--- config.mk ---
export PLATFORM = sky130hd
export DESIGN_NAME = data_mem_controller
export DESIGN_NICKNAME = d
export VERILOG_FILES = /design/src/rtl/data_mem_controller_pkg.sv /design/src/rtl/data_mem_controller_rr_arbiter.sv /design/src/rtl/data_mem_controller.sv
export SDC_FILE = /design/constraint.sdc
export NUM_CORES = 1
export LEC_CHECK = 0
export BUFFER_PORTS_ARGS = -buffer_cell sky130_fd_sc_hd__buf_4
export CORE_UTILIZATION = 44
export CTS_BUF_LIST = sky130_fd_sc_hd__clkbuf_4
export CTS_CLUSTER_DIAMETER = 60
export DETAILED_ROUTE_END_ITERATION = 10
export PLACE_DENSITY = 0.89
export SYNTH_ARGS = -nofsm -noshare
export SYNTH_HDL_FRONTEND = slang
export SYNTH_SLANG_ARGS = --single-unit
--- constraint.sdc ---
create_clock -name clk -period 1.9 [get_ports clk]
set_input_delay 0.19 -clock clk [delete_from_list [all_inputs] [get_ports clk]]
set_output_delay 0.19 -clock clk [all_outputs]
set_load 0.1 [all_outputs]
--- src/rtl/data_mem_controller_pkg.sv ---
// Shared core package: core/LSU state encodings and the data-memory controller FSM encoding.
package data_mem_controller_pkg;

  typedef enum logic [2:0] {
    CoreIdle, CoreFetch, CoreDecode, CoreRequest, CoreWait, CoreExecute, CoreUpdate, CoreDone
  } core_state_e;

  typedef enum logic [1:0] {
    LsuIdle, LsuRequesting, LsuWaiting, LsuDone
  } lsu_state_e;

  typedef enum logic [1:0] {
    MemIdle, MemReadWaiting, MemWriteWaiting, MemRelaying
  } mem_ctrl_state_e;

  // Pointer width that stays legal for a single consumer.
  function automatic int unsigned ptr_width(input int unsigned n);
    return (n > 32'd1) ? $clog2(n) : 32'd1;
  endfunction

endpackage

--- src/rtl/data_mem_controller_rr_arbiter.sv ---
// Combinational round-robin selector: first requester at or after ptr, one-hot grant.
module rr_arbiter #(
  parameter int unsigned NUM_REQ  = 4,
  parameter int unsigned PTR_BITS = 2
) (
  input  logic [NUM_REQ-1:0]  req,
  input  logic [PTR_BITS-1:0] ptr,
  output logic [NUM_REQ-1:0]  grant,
  output logic                grant_valid
);

  // Offset k is tried before k+1; inner loop maps the offset to a constant index.
  always_comb begin
    grant       = '0;
    grant_valid = 1'b0;
    for (int unsigned k = 0; k < NUM_REQ; k++) begin
      for (int unsigned j = 0; j < NUM_REQ; j++) begin
        if (!grant_valid && req[j] && (((32'(ptr) + k) % NUM_REQ) == j)) begin
          grant[j]    = 1'b1;
          grant_valid = 1'b1;
        end
      end
    end
  end

endmodule

--- src/rtl/data_mem_controller.sv ---
// Arbitrates per-core LSU read/write requests onto a single data-memory port.
module data_mem_controller
  import data_mem_controller_pkg::*;
#(
  parameter int unsigned NUM_CONSUMERS = 4,
  parameter int unsigned ADDR_BITS     = 8,
  parameter int unsigned DATA_BITS     = 8
) (
  input  logic                               clk,
  input  logic                               reset,
  input  logic [NUM_CONSUMERS-1:0]           consumer_read_valid,
  input  logic [NUM_CONSUMERS*ADDR_BITS-1:0] consumer_read_address,
  output logic [NUM_CONSUMERS-1:0]           consumer_read_ready,
  output logic [NUM_CONSUMERS*DATA_BITS-1:0] consumer_read_data,
  input  logic [NUM_CONSUMERS-1:0]           consumer_write_valid,
  input  logic [NUM_CONSUMERS*ADDR_BITS-1:0] consumer_write_address,
  input  logic [NUM_CONSUMERS*DATA_BITS-1:0] consumer_write_data,
  output logic [NUM_CONSUMERS-1:0]           consumer_write_ready,
  output logic                               mem_read_valid,
  output logic [ADDR_BITS-1:0]               mem_read_address,
  input  logic                               mem_read_ready,
  input  logic [DATA_BITS-1:0]               mem_read_data,
  output logic                               mem_write_valid,
  output logic [ADDR_BITS-1:0]               mem_write_address,
  output logic [DATA_BITS-1:0]               mem_write_data,
  input  logic                               mem_write_ready
);

  localparam int unsigned PtrBits = ptr_width(NUM_CONSUMERS);

  mem_ctrl_state_e          state_q;
  logic [PtrBits-1:0]       rr_ptr_q, ptr_next;
  logic [NUM_CONSUMERS-1:0] req_any, grant, grant_q;
  logic                     grant_valid, op_write_q, sel_is_read, rel_valid;
  logic [ADDR_BITS-1:0]     sel_raddr, sel_waddr;
  logic [DATA_BITS-1:0]     sel_wdata;

  assign req_any = consumer_read_valid | consumer_write_valid;

  rr_arbiter #(
    .NUM_REQ (NUM_CONSUMERS),
    .PTR_BITS(PtrBits)
  ) u_rr_arbiter (
    .req        (req_any),
    .ptr        (rr_ptr_q),
    .grant      (grant),
    .grant_valid(grant_valid)
  );

  // Read wins when the granted consumer asserts both.
  assign sel_is_read = |(grant & consumer_read_valid);
  assign rel_valid   = op_write_q ? |(grant_q & consumer_write_valid)
                                  : |(grant_q & consumer_read_valid);

  always_comb begin
    sel_raddr = '0;
    sel_waddr = '0;
    sel_wdata = '0;
    ptr_next  = rr_ptr_q;
    for (int unsigned i = 0; i < NUM_CONSUMERS; i++) begin
      if (grant[i]) begin
        sel_raddr = consumer_read_address[i*ADDR_BITS +: ADDR_BITS];
        sel_waddr = consumer_write_address[i*ADDR_BITS +: ADDR_BITS];
        sel_wdata = consumer_write_data[i*DATA_BITS +: DATA_BITS];
        ptr_next  = PtrBits'((i + 1) % NUM_CONSUMERS);
      end
    end
  end

  always_ff @(posedge clk or negedge reset) begin
    if (!reset) begin
      state_q              <= MemIdle;
      rr_ptr_q             <= '0;
      grant_q              <= '0;
      op_write_q           <= 1'b0;
      mem_read_valid       <= 1'b0;
      mem_read_address     <= '0;
      mem_write_valid      <= 1'b0;
      mem_write_address    <= '0;
      mem_write_data       <= '0;
      consumer_read_ready  <= '0;
      consumer_write_ready <= '0;
      consumer_read_data   <= '0;
    end else begin
      unique case (state_q)
        MemIdle: begin
          if (grant_valid) begin
            grant_q  <= grant;
            rr_ptr_q <= ptr_next;
            if (sel_is_read) begin
              op_write_q       <= 1'b0;
              mem_read_valid   <= 1'b1;
              mem_read_address <= sel_raddr;
              state_q          <= MemReadWaiting;
            end else begin
              op_write_q        <= 1'b1;
              mem_write_valid   <= 1'b1;
              mem_write_address <= sel_waddr;
              mem_write_data    <= sel_wdata;
              state_q           <= MemWriteWaiting;
            end
          end
        end
        MemReadWaiting: begin
          if (mem_read_ready) begin
            mem_read_valid      <= 1'b0;
            consumer_read_ready <= grant_q;
            for (int unsigned i = 0; i < NUM_CONSUMERS; i++) begin
              if (grant_q[i]) consumer_read_data[i*DATA_BITS +: DATA_BITS] <= mem_read_data;
            end
            state_q <= MemRelaying;
          end
        end
        MemWriteWaiting: begin
          if (mem_write_ready) begin
            mem_write_valid      <= 1'b0;
            consumer_write_ready <= grant_q;
            state_q              <= MemRelaying;
          end
        end
        MemRelaying: begin
          if (!rel_valid) begin
            consumer_read_ready  <= '0;
            consumer_write_ready <= '0;
            state_q              <= MemIdle;
          end
        end
        default: state_q <= MemIdle;
      endcase
    end
  end

endmodule

==> out/results.ini <==
[status]
status = complete, but fails checks
violations = negative setup slack

[worst_setup_path]
cpMaxStageDelayCell = dfrtp_2
path_cells = buf_6, nor4bb_2, o211a_1, buf_12, o21ai_0, a41oi_1, mux2_2
critical_path_required_ps = 2200
cp_max_fo = 23
end_kind = flop
path_delay_family = compound AO/OA/AOI/OAI gates
path_class = flop to flop
crit_buf_inv = 2
crit_path_max_incr_delay_ps = 470
cp.arrival_ps = 2230
start_kind = flop

[layout]
drive_gt1_share_pct = 53.2
area_growth_pct = 48.1
stdcell_count = 708
fin_util_pct = 66.9
fin_nets = 711

[route]
post_drt_wl_per_cell_um = 18.8
routed_wirelength_um = 13300
drt-initial-drc-count = 182
top_layer_used = met4
drt_pass1_iterations = 4
drc = 0
wl_met1_um = 5290
route.vias.total = 4133
met3_length_um = 704
final_antenna_net_count = 0
vias_per_cell = 5.84
routed-wl-met2_um = 6750

[global_route]
grt_max_degree = 50
grt_usage_pct = 26.8
antenna_found_initial = 0
grt_first_pass_wirelength_um = 20400
grt.overflow.total = 0
grt_pass1_vias = 4105

[timing]
rsz0062_at_grt = yes
max_slew.worst_pin.slew_ps = 442
setup_slack_ps = -28.6
skew_ps = 20.2
relSlewSlack_pct = 70.5
slew_viol_final = 0
finalCriticalPeriod_ps = 1930
fin_crit_sh_pct = 102
clock.fmax_mhz = 519
setup_violations = 3
finalHoldViolCount = 0

[floorplan]
die_area_um2 = 9790
core_area_um2 = 9150
io_pins = 182
die-width_um = 98.9
start_util_pct = 45.2
die_h_um = 98.9
rows = 35

[yosys]
netlist.area_leader.share_pct = 45.4
synthTopCellsByArea = dfrtp_1 (45%), mux2_2 (16%), o21ai_0 (6.1%)
syn-mean-instance-area_um2 = 10.8
yosysSeqAreaShare_pct = 45.4
ys_types = 54
synth_edf_count = 0
synthArstFlopShare_pct = 100
ys_seq_elements = 75
syn_nets = 503
synth_largest_area_cell = dfrtp_1
syn_area_um2 = 4140
synth_ff_type = dfrtp_1
ys_warn_count = 0
synthCells = 383

[worst_hold_path]
min_path_type = primary input to flop

[clock_network]
numCtsBuffers = 9
path_clk_slew_ps = 140
worstSkewPairLatency_ps = 420
clkSinkCount = 75
cts_tree = built
root_buffer = clkbuf_4
h-tree-depth = 3
clock_path_buffers = 2

[placed_design]
place.gp.congestion = 0.903
portBuffers = 181
dp_hpwl_um = 9840
pre_cts_slack_ps = -47.8
place_inst = 683

[run]
maxCapViolations = 0

## layout by cell type, fill, tap and decap left out, types with 6 or more instances in the layout
cell type	count
clkbuf_4	9
nand3_1	9
and4_1	8
buf_4	210
nor2_1	6
buf_12	6
mux2_2	56
o21ai_0	48
nor3_1	16
o2bb2ai_1	9
nand2_1	30
dlygate4sd3_1	6
o221ai_1	8
dfrtp_1	73
inv_1	9
a41oi_1	14
## layer usage
layer,vias to the layer above,global-route usage [%]
met5,-,0
met3,49,4.68
met1,2003,31.0
met4,0,14.0
li1,1881,-
met2,200,47.5
## state kept, by name, summed over array words and instances, names as in the netlist
name / flops
rr_ptr_q: 2
consumer_read_ready: 4
mem_write_address: 8
op_write_q: 1
grant_q: 4
mem_write_data: 8
state_q: 2
consumer_write_ready: 4
mem_write_valid: 1
mem_read_address: 8
mem_read_valid: 1
consumer_read_data: 32
## cells by family after synthesis
kind of cell | count (synthesis) | share of synthesized area [%]
AOI/OAI and AO/OA | 117 | 20.8
adders and majority gates | 4 | 1.21
buffers and inverters | 38 | 3.99
DFF | 75 | 45.4
muxes | 63 | 17.3
and+or+nand+nor | 86 | 11.3
## Yosys cell counts, types with 2 or more instances
master,count
buf_2,11
a22oi_1,4
a31oi_1,4
o21bai_1,2
o311ai_1,2
o31ai_1,4
nand3_1,9
nor2_1,6
ha_1,4
a41oi_1,15
mux2i_1,3
o21ai_0,50
dfrtp_1,75
nand2_1,30
nor3_1,16
nand2b_1,2
inv_1,9
mux2_4,3
or2_2,4
o2bb2ai_1,9
mux2_2,57
and4_1,8
clkbuf_1,15
nor2b_1,4
o221ai_1,8
## through the flow
stage	hold slack (ps)	cell area, um^2	setup TNS, ps
after floorplan	-106	4150	-1490
after global placement	129	5870	-14.8
after detailed placement	132	5870	-655
after CTS	1.51	6030	-164
after global routing	5.35	6120	-1260
final	21.7	6120	-32.1
## repair_timing
action                                 4_1_cts  5_1_grt
endpoints found under the hold margin       26       10
pin swaps                                    1        7
cloned                                       0        0
resized for setup                            6       12
setup buffers                                1        1
hold buffers                                 1        5
setup endpoints to repair                   25       26
## layout make-up
cell class / instances / area, um^2
antenna: 1 / 2.50
clock buffer: 9 / 67.6
clock inverter: 7 / 58.8
fill: 703 / 3030
inverter: 9 / 33.8
multi-input combinational: 270 / 2140
sequential: 75 / 1880
tap: 111 / 139
timing repair buffer: 226 / 1800
## worst paths after layout
check | endpoint | slack, ps | cells past startpoint | start
worst max-delay path | mem_write_data[7] | -30 | 7 | rr_ptr_q[0]
worst min-delay path | consumer_read_data[3] | 20 | 2 | mem_read_data[3]
worst max register to register | mem_write_data[7] | -30 | 7 | rr_ptr_q[0]
worst min register to register | mem_read_address[7] | 510 | 1 | mem_read_address[7]
max in group asynchronous | rr_ptr_q[0] | 1090 | 3 | reset
min in group asynchronous | consumer_read_ready[1] | 200 | 2 | reset
Power is left out: the tool's default activity adds up to more than one toggle a clock period on the data nets, which glitch-free logic cannot reach.
